<file path="src/rtl/blake_pkg.sv">
// Shared definitions for the BLAKE-512 round controller: FSM states and counter constants.
package blake_pkg;

    localparam int unsigned ROUNDS_DEF = 16;
    localparam int unsigned SIGMA_MOD  = 10;

    typedef enum logic [2:0] {
        ST_IDLE = 3'd0,
        ST_INIT = 3'd1,
        ST_RUN  = 3'd2,
        ST_FIN  = 3'd3,
        ST_DONE = 3'd4
    } state_t;

endpackage

</file>
<file path="src/rtl/blake_round_ctrl.sv">
// BLAKE-512 compression sequencer: walks step/diag/round/sigma counters and issues
// init/ena/fin_ena strobes to the blake_rbit state-register bank; all outputs are flops.
module blake_round_ctrl
    import blake_pkg::*;
#(
    parameter int unsigned ROUNDS = ROUNDS_DEF,
    parameter int unsigned GCORES = 2
) (
    input  logic       clk,
    input  logic       rstb,
    input  logic       start,
    input  logic       abort,
    output logic       init,
    output logic       ena,
    output logic [3:0] round,
    output logic [3:0] sigma_row,
    output logic [1:0] step,
    output logic       diag,
    output logic       fin_ena,
    output logic       busy,
    output logic       done
);

    localparam int unsigned STEPS = 4 / GCORES;

    state_t     state, state_nxt;
    logic [3:0] round_nxt, sigma_nxt;
    logic [1:0] step_nxt;
    logic       diag_nxt;
    logic       last_c;
    logic       active_c;

    assign last_c   = (round == 4'(ROUNDS - 1)) && diag && (step == 2'(STEPS - 1));
    assign active_c = (state == ST_INIT) || (state == ST_RUN) || (state == ST_FIN);

    // Next-state and counter update; abort overrides every other transition.
    always_comb begin
        state_nxt = state;
        round_nxt = round;
        sigma_nxt = sigma_row;
        step_nxt  = step;
        diag_nxt  = diag;

        unique case (state)
            ST_IDLE: if (start) state_nxt = ST_INIT;
            ST_INIT: state_nxt = ST_RUN;
            ST_RUN:  if (last_c) state_nxt = ST_FIN;
            ST_FIN:  state_nxt = ST_DONE;
            ST_DONE: state_nxt = ST_IDLE;
            default: state_nxt = ST_IDLE;
        endcase

        if (abort && active_c) state_nxt = ST_IDLE;

        if (state_nxt == ST_INIT) begin
            round_nxt = 4'd0;
            sigma_nxt = 4'd0;
            step_nxt  = 2'd0;
            diag_nxt  = 1'b0;
        end else if ((state == ST_RUN) && (state_nxt == ST_RUN)) begin
            if (step == 2'(STEPS - 1)) begin
                step_nxt = 2'd0;
                diag_nxt = ~diag;
                if (diag) begin
                    round_nxt = round + 4'd1;
                    // Row follows round mod 10 without a divider.
                    sigma_nxt = (sigma_row == 4'(SIGMA_MOD - 1)) ? 4'd0 : sigma_row + 4'd1;
                end
            end else begin
                step_nxt = step + 2'd1;
            end
        end
    end

    always_ff @(posedge clk or negedge rstb) begin
        if (!rstb) begin
            state     <= ST_IDLE;
            round     <= 4'd0;
            sigma_row <= 4'd0;
            step      <= 2'd0;
            diag      <= 1'b0;
            init      <= 1'b0;
            ena       <= 1'b0;
            fin_ena   <= 1'b0;
            busy      <= 1'b0;
            done      <= 1'b0;
        end else begin
            state     <= state_nxt;
            round     <= round_nxt;
            sigma_row <= sigma_nxt;
            step      <= step_nxt;
            diag      <= diag_nxt;
            init      <= (state_nxt == ST_INIT);
            ena       <= (state_nxt == ST_RUN);
            fin_ena   <= (state_nxt == ST_FIN);
            busy      <= (state_nxt == ST_INIT) || (state_nxt == ST_RUN) || (state_nxt == ST_FIN);
            done      <= (state_nxt == ST_DONE);
        end
    end

endmodule

</file>
<file path="config.mk">
export PLATFORM = sky130hd
export DESIGN_NAME = blake_round_ctrl
export DESIGN_NICKNAME = d
export VERILOG_FILES = /design/src/rtl/blake_pkg.sv /design/src/rtl/blake_round_ctrl.sv
export SDC_FILE = /design/constraint.sdc
export NUM_CORES = 1
export LEC_CHECK = 0
export ABC_AREA = 1
export BUFFER_PORTS_ARGS = -buffer_cell sky130_fd_sc_hd__buf_2
export CAP_MARGIN = 40
export CORE_MARGIN = 2
export CORE_UTILIZATION = 56
export CTS_CLUSTER_SIZE = 28
export DETAILED_ROUTE_END_ITERATION = 16
export HOLD_SLACK_MARGIN = 0.15
export PLACE_DENSITY = 0.91
export SLEW_MARGIN = 20
export SYNTH_ARGS = -nofsm -noshare
export SYNTH_HDL_FRONTEND = slang
export SYNTH_SLANG_ARGS = --single-unit
</file>
<file path="constraint.sdc">
create_clock -name clk -period 3.22 [get_ports clk]
set_input_delay 0.644 -clock clk [delete_from_list [all_inputs] [get_ports clk]]
set_output_delay 0.644 -clock clk [all_outputs]
set_load 0.1 [all_outputs]
</file>
==> run summary <==
## Outcome
* status: completed

## Worst setup path
* CP Max Fanout: 12
* Worst Path Buf+Inv: 1
* path type of the worst setup path: reg -> out
* kind of launch point of the worst setup path: flip-flop
* Top delay family on crit path: flip-flops
* arrival time at the worst endpoint: 1.41 ns
* critical-path cell list: buf_2
* critical path required time: 2.58 ns
* slowest library cell on the worst path: dfrtp_1
* largest stage delay on the critical path: 0.61 ns
* endpoint kind of the worst setup timing path: output port

## STA
* Fmax achieved: 0.487 GHz
* final period utilization: 63.8%
* # setup viols final: 0
* smallest setup slack after layout: 1.17 ns
* number of hold-slack violations in the final timing report: 0
* slew margin rel.: 67.7%
* setup repair after global routing missed its margin: false
* Tightest Pin Transition: 0.489 ns
* worst clock skew on the final layout: 0.00250 ns
* number of slew-limit violations in the final report: 0
* accumulated negative setup slack: 0 ns
* final critical delay including setup and external delays: 2.05 ns
* worst hold margin: 0.271 ns

## Floorplanning
* Die Width: 45.8 um
* floorplan row count: 15
* core footprint: 0.00169 sq mm
* Die ar.: 0.00210 sq mm
* IO Pins: 20
* initial core utilization: 57.9%
* height of the die: 45.8 um

## Clock network
* CTS Buf Count: 3
* CTS Hold Buffers Added: 0
* CTS sink cnt: 19
* post-cts sizing count: 0
* clk slew on worst S/H paths: 0.11 ns
* later-pin clock latency in the skew report: 0.29 ns
* H-Tree Level Count: 1
* TritonCTS clock tree: yes
* deepest clock path buffer count: 2
* root buffer cell: clkbuf_4
* post-CTS setup buffer count: 0

## Routing
* aggregate routed wire length: 1820 um
* via count normalized by instance count: 5.28
* antenna viol nets, final: 0
* total vias in the final route: 797
* number of detailed-routing iterations run before antenna repair: 4
* routed length per placed instance: 12.0 um
* number of DRC violations after detailed routing: 0
* first-iteration detailed-routing DRC count: 12

## Global route
* via count of the first global-routing pass: 746
* total global routing track utilization: 19.8%
* residual overflow from global routing: 0
* first-pass GRT wire length: 3040 um
* maximum number of pins on one net before global-route repair: 20
* initial antenna violation count: 0

## Yosys
* main area contributors after synthesis: dfrtp_1, nand3_1, nand2_1
* area leader, netlist: dfrtp_1
* number of warnings reported in the yosys synthesis log: 0
* number of enable-type register cells in the synthesized netlist: 0
* number of distinct standard cells referenced by the synthesized netlist: 21
* share of synthesized flip-flops with an asynchronous set or reset: 100%
* sequential share of the synthesized area: 48.6%
* mean instance size in the synthesized netlist: 8.66 sq um
* Synth Cell Area: 978 sq um
* gate count of the mapped netlist: 113
* ys flop type: dfrtp_1
* register bit total from synthesis: 19
* net count after synthesis: 120
* post-synth top area share: 48.6%

## Final layout
* fraction of layout instances using a drive strength above 1: 27.6%
* fill count: 137
* final net count: 142
* final design instance area without fill: 0.00111 sq mm
* growth of design area from synthesis to finish: 13.4%
* diodes inserted: 0

## Placed design
* GP Congestion: 0.836
* placed cell areas: 0.00108 sq mm
* number of I/O port buffers: 19
* HPWL after detailed placement: 1370 um
* DP Worst Slack: 1.49 ns

## Run
* max-cap viol count: 0

## Power
* pwr/cell area: 529 mW/mm^2
* leakage power total: 0.661 nW
* Tot Pwr: 0.000587 W
* maximum vdd drop: 353 uV

## Worst hold path
* class of the tightest hold or removal check: in -> async

==> metal layers <==
layer	GRT usage [%]	vias up	routed length, um
li1	-	405	-
met5	0	-	0
met1	25.1	373	806
met2	32.4	17	935
met3	3.57	2	56
met4	9.14	0	21
==> per-stage QoR <==
stage | utilization, % | instances
5_1_grt | 65.7 | 151
3_3_place_gp | 64.1 | 147
2_1_floorplan | - | 113
6_report | 65.7 | 151
3_5_place_dp | 64.1 | 147
4_1_cts | 65.7 | 151
==> sequential cells by signal, indices dropped and copies added (netlist names) <==
name,count
busy,1
diag,1
done,1
ena,1
fin_ena,1
init,1
round,4
sigma_row,4
state,3
step,2
==> report_power, final <==
group	internal (W)	switching (W)	leakage, nW
clock	0.0000461	0.0000713	0.0177
combinational	0.0000334	0.000170	0.383
sequential	0.000256	0.00000965	0.260
total	0.000336	0.000251	0.661
==> cell usage after synthesis, types with 2 or more instances <==
| cell | instances |
|---|---|
| nor2_4 | 2 |
| inv_2 | 3 |
| xor2_1 | 2 |
| nand2_1 | 22 |
| a21oi_1 | 2 |
| ha_1 | 3 |
| dfrtp_1 | 19 |
| nand2_2 | 4 |
| nor2_1 | 11 |
| inv_1 | 14 |
| nand4_1 | 4 |
| nand3_1 | 18 |
==> cell usage in the layout, fill, tap and decap left out, types with 2 or more instances in the layout <==
cell type / count
nand2_2: 4
a21oi_1: 2
dfrtp_1: 19
buf_2: 19
inv_2: 3
ha_1: 3
nand4_1: 4
nor2_4: 2
xor2_1: 2
inv_1: 14
nand3_1: 18
clkbuf_4: 3
nand2_1: 22
nor2_1: 11
==> worst paths after layout <==
path | start | to | slack [ns] | cells after the start
setup / recovery | diag | diag | 1.17 | 1
hold / removal | rstb | state[2] | 0.27 | 1
hold reg to reg | step[0] | step[0] | 0.52 | 2
setup reg to reg | diag | step[1] | 1.53 | 9
min in group clk | step[0] | step[0] | 0.52 | 2
max in group asynchronous | rstb | sigma_row[3] | 2.65 | 1
==> cells by family (layout without fill, tap and decap cells) <==
kind of cell | after synthesis | after routing | share of synthesized area, %
flip-flops | 19 | 19 | 48.6
buffers and inverters | 19 | 40 | 7.80
adder cells (fa/ha/maj) | 3 | 3 | 3.84
XOR/XNOR | 2 | 2 | 1.79
AO/OA/AOI/OAI | 3 | 3 | 1.53
AND/OR/NAND/NOR | 67 | 67 | 36.4
==> final cells by class <==
cell class | count | area (sq um) | area share, %
multi-input combinational | 75 | 427 | 38.4
timing repair buffer | 19 | 95.1 | 8.57
inverter | 17 | 63.8 | 5.75
clock inverter | 1 | 5.00 | 0.451
clock buffer | 3 | 22.5 | 2.03
tap | 17 | 21.3 | 1.92
sequential | 19 | 475 | 42.8
(Power assumes the default switching activity.)
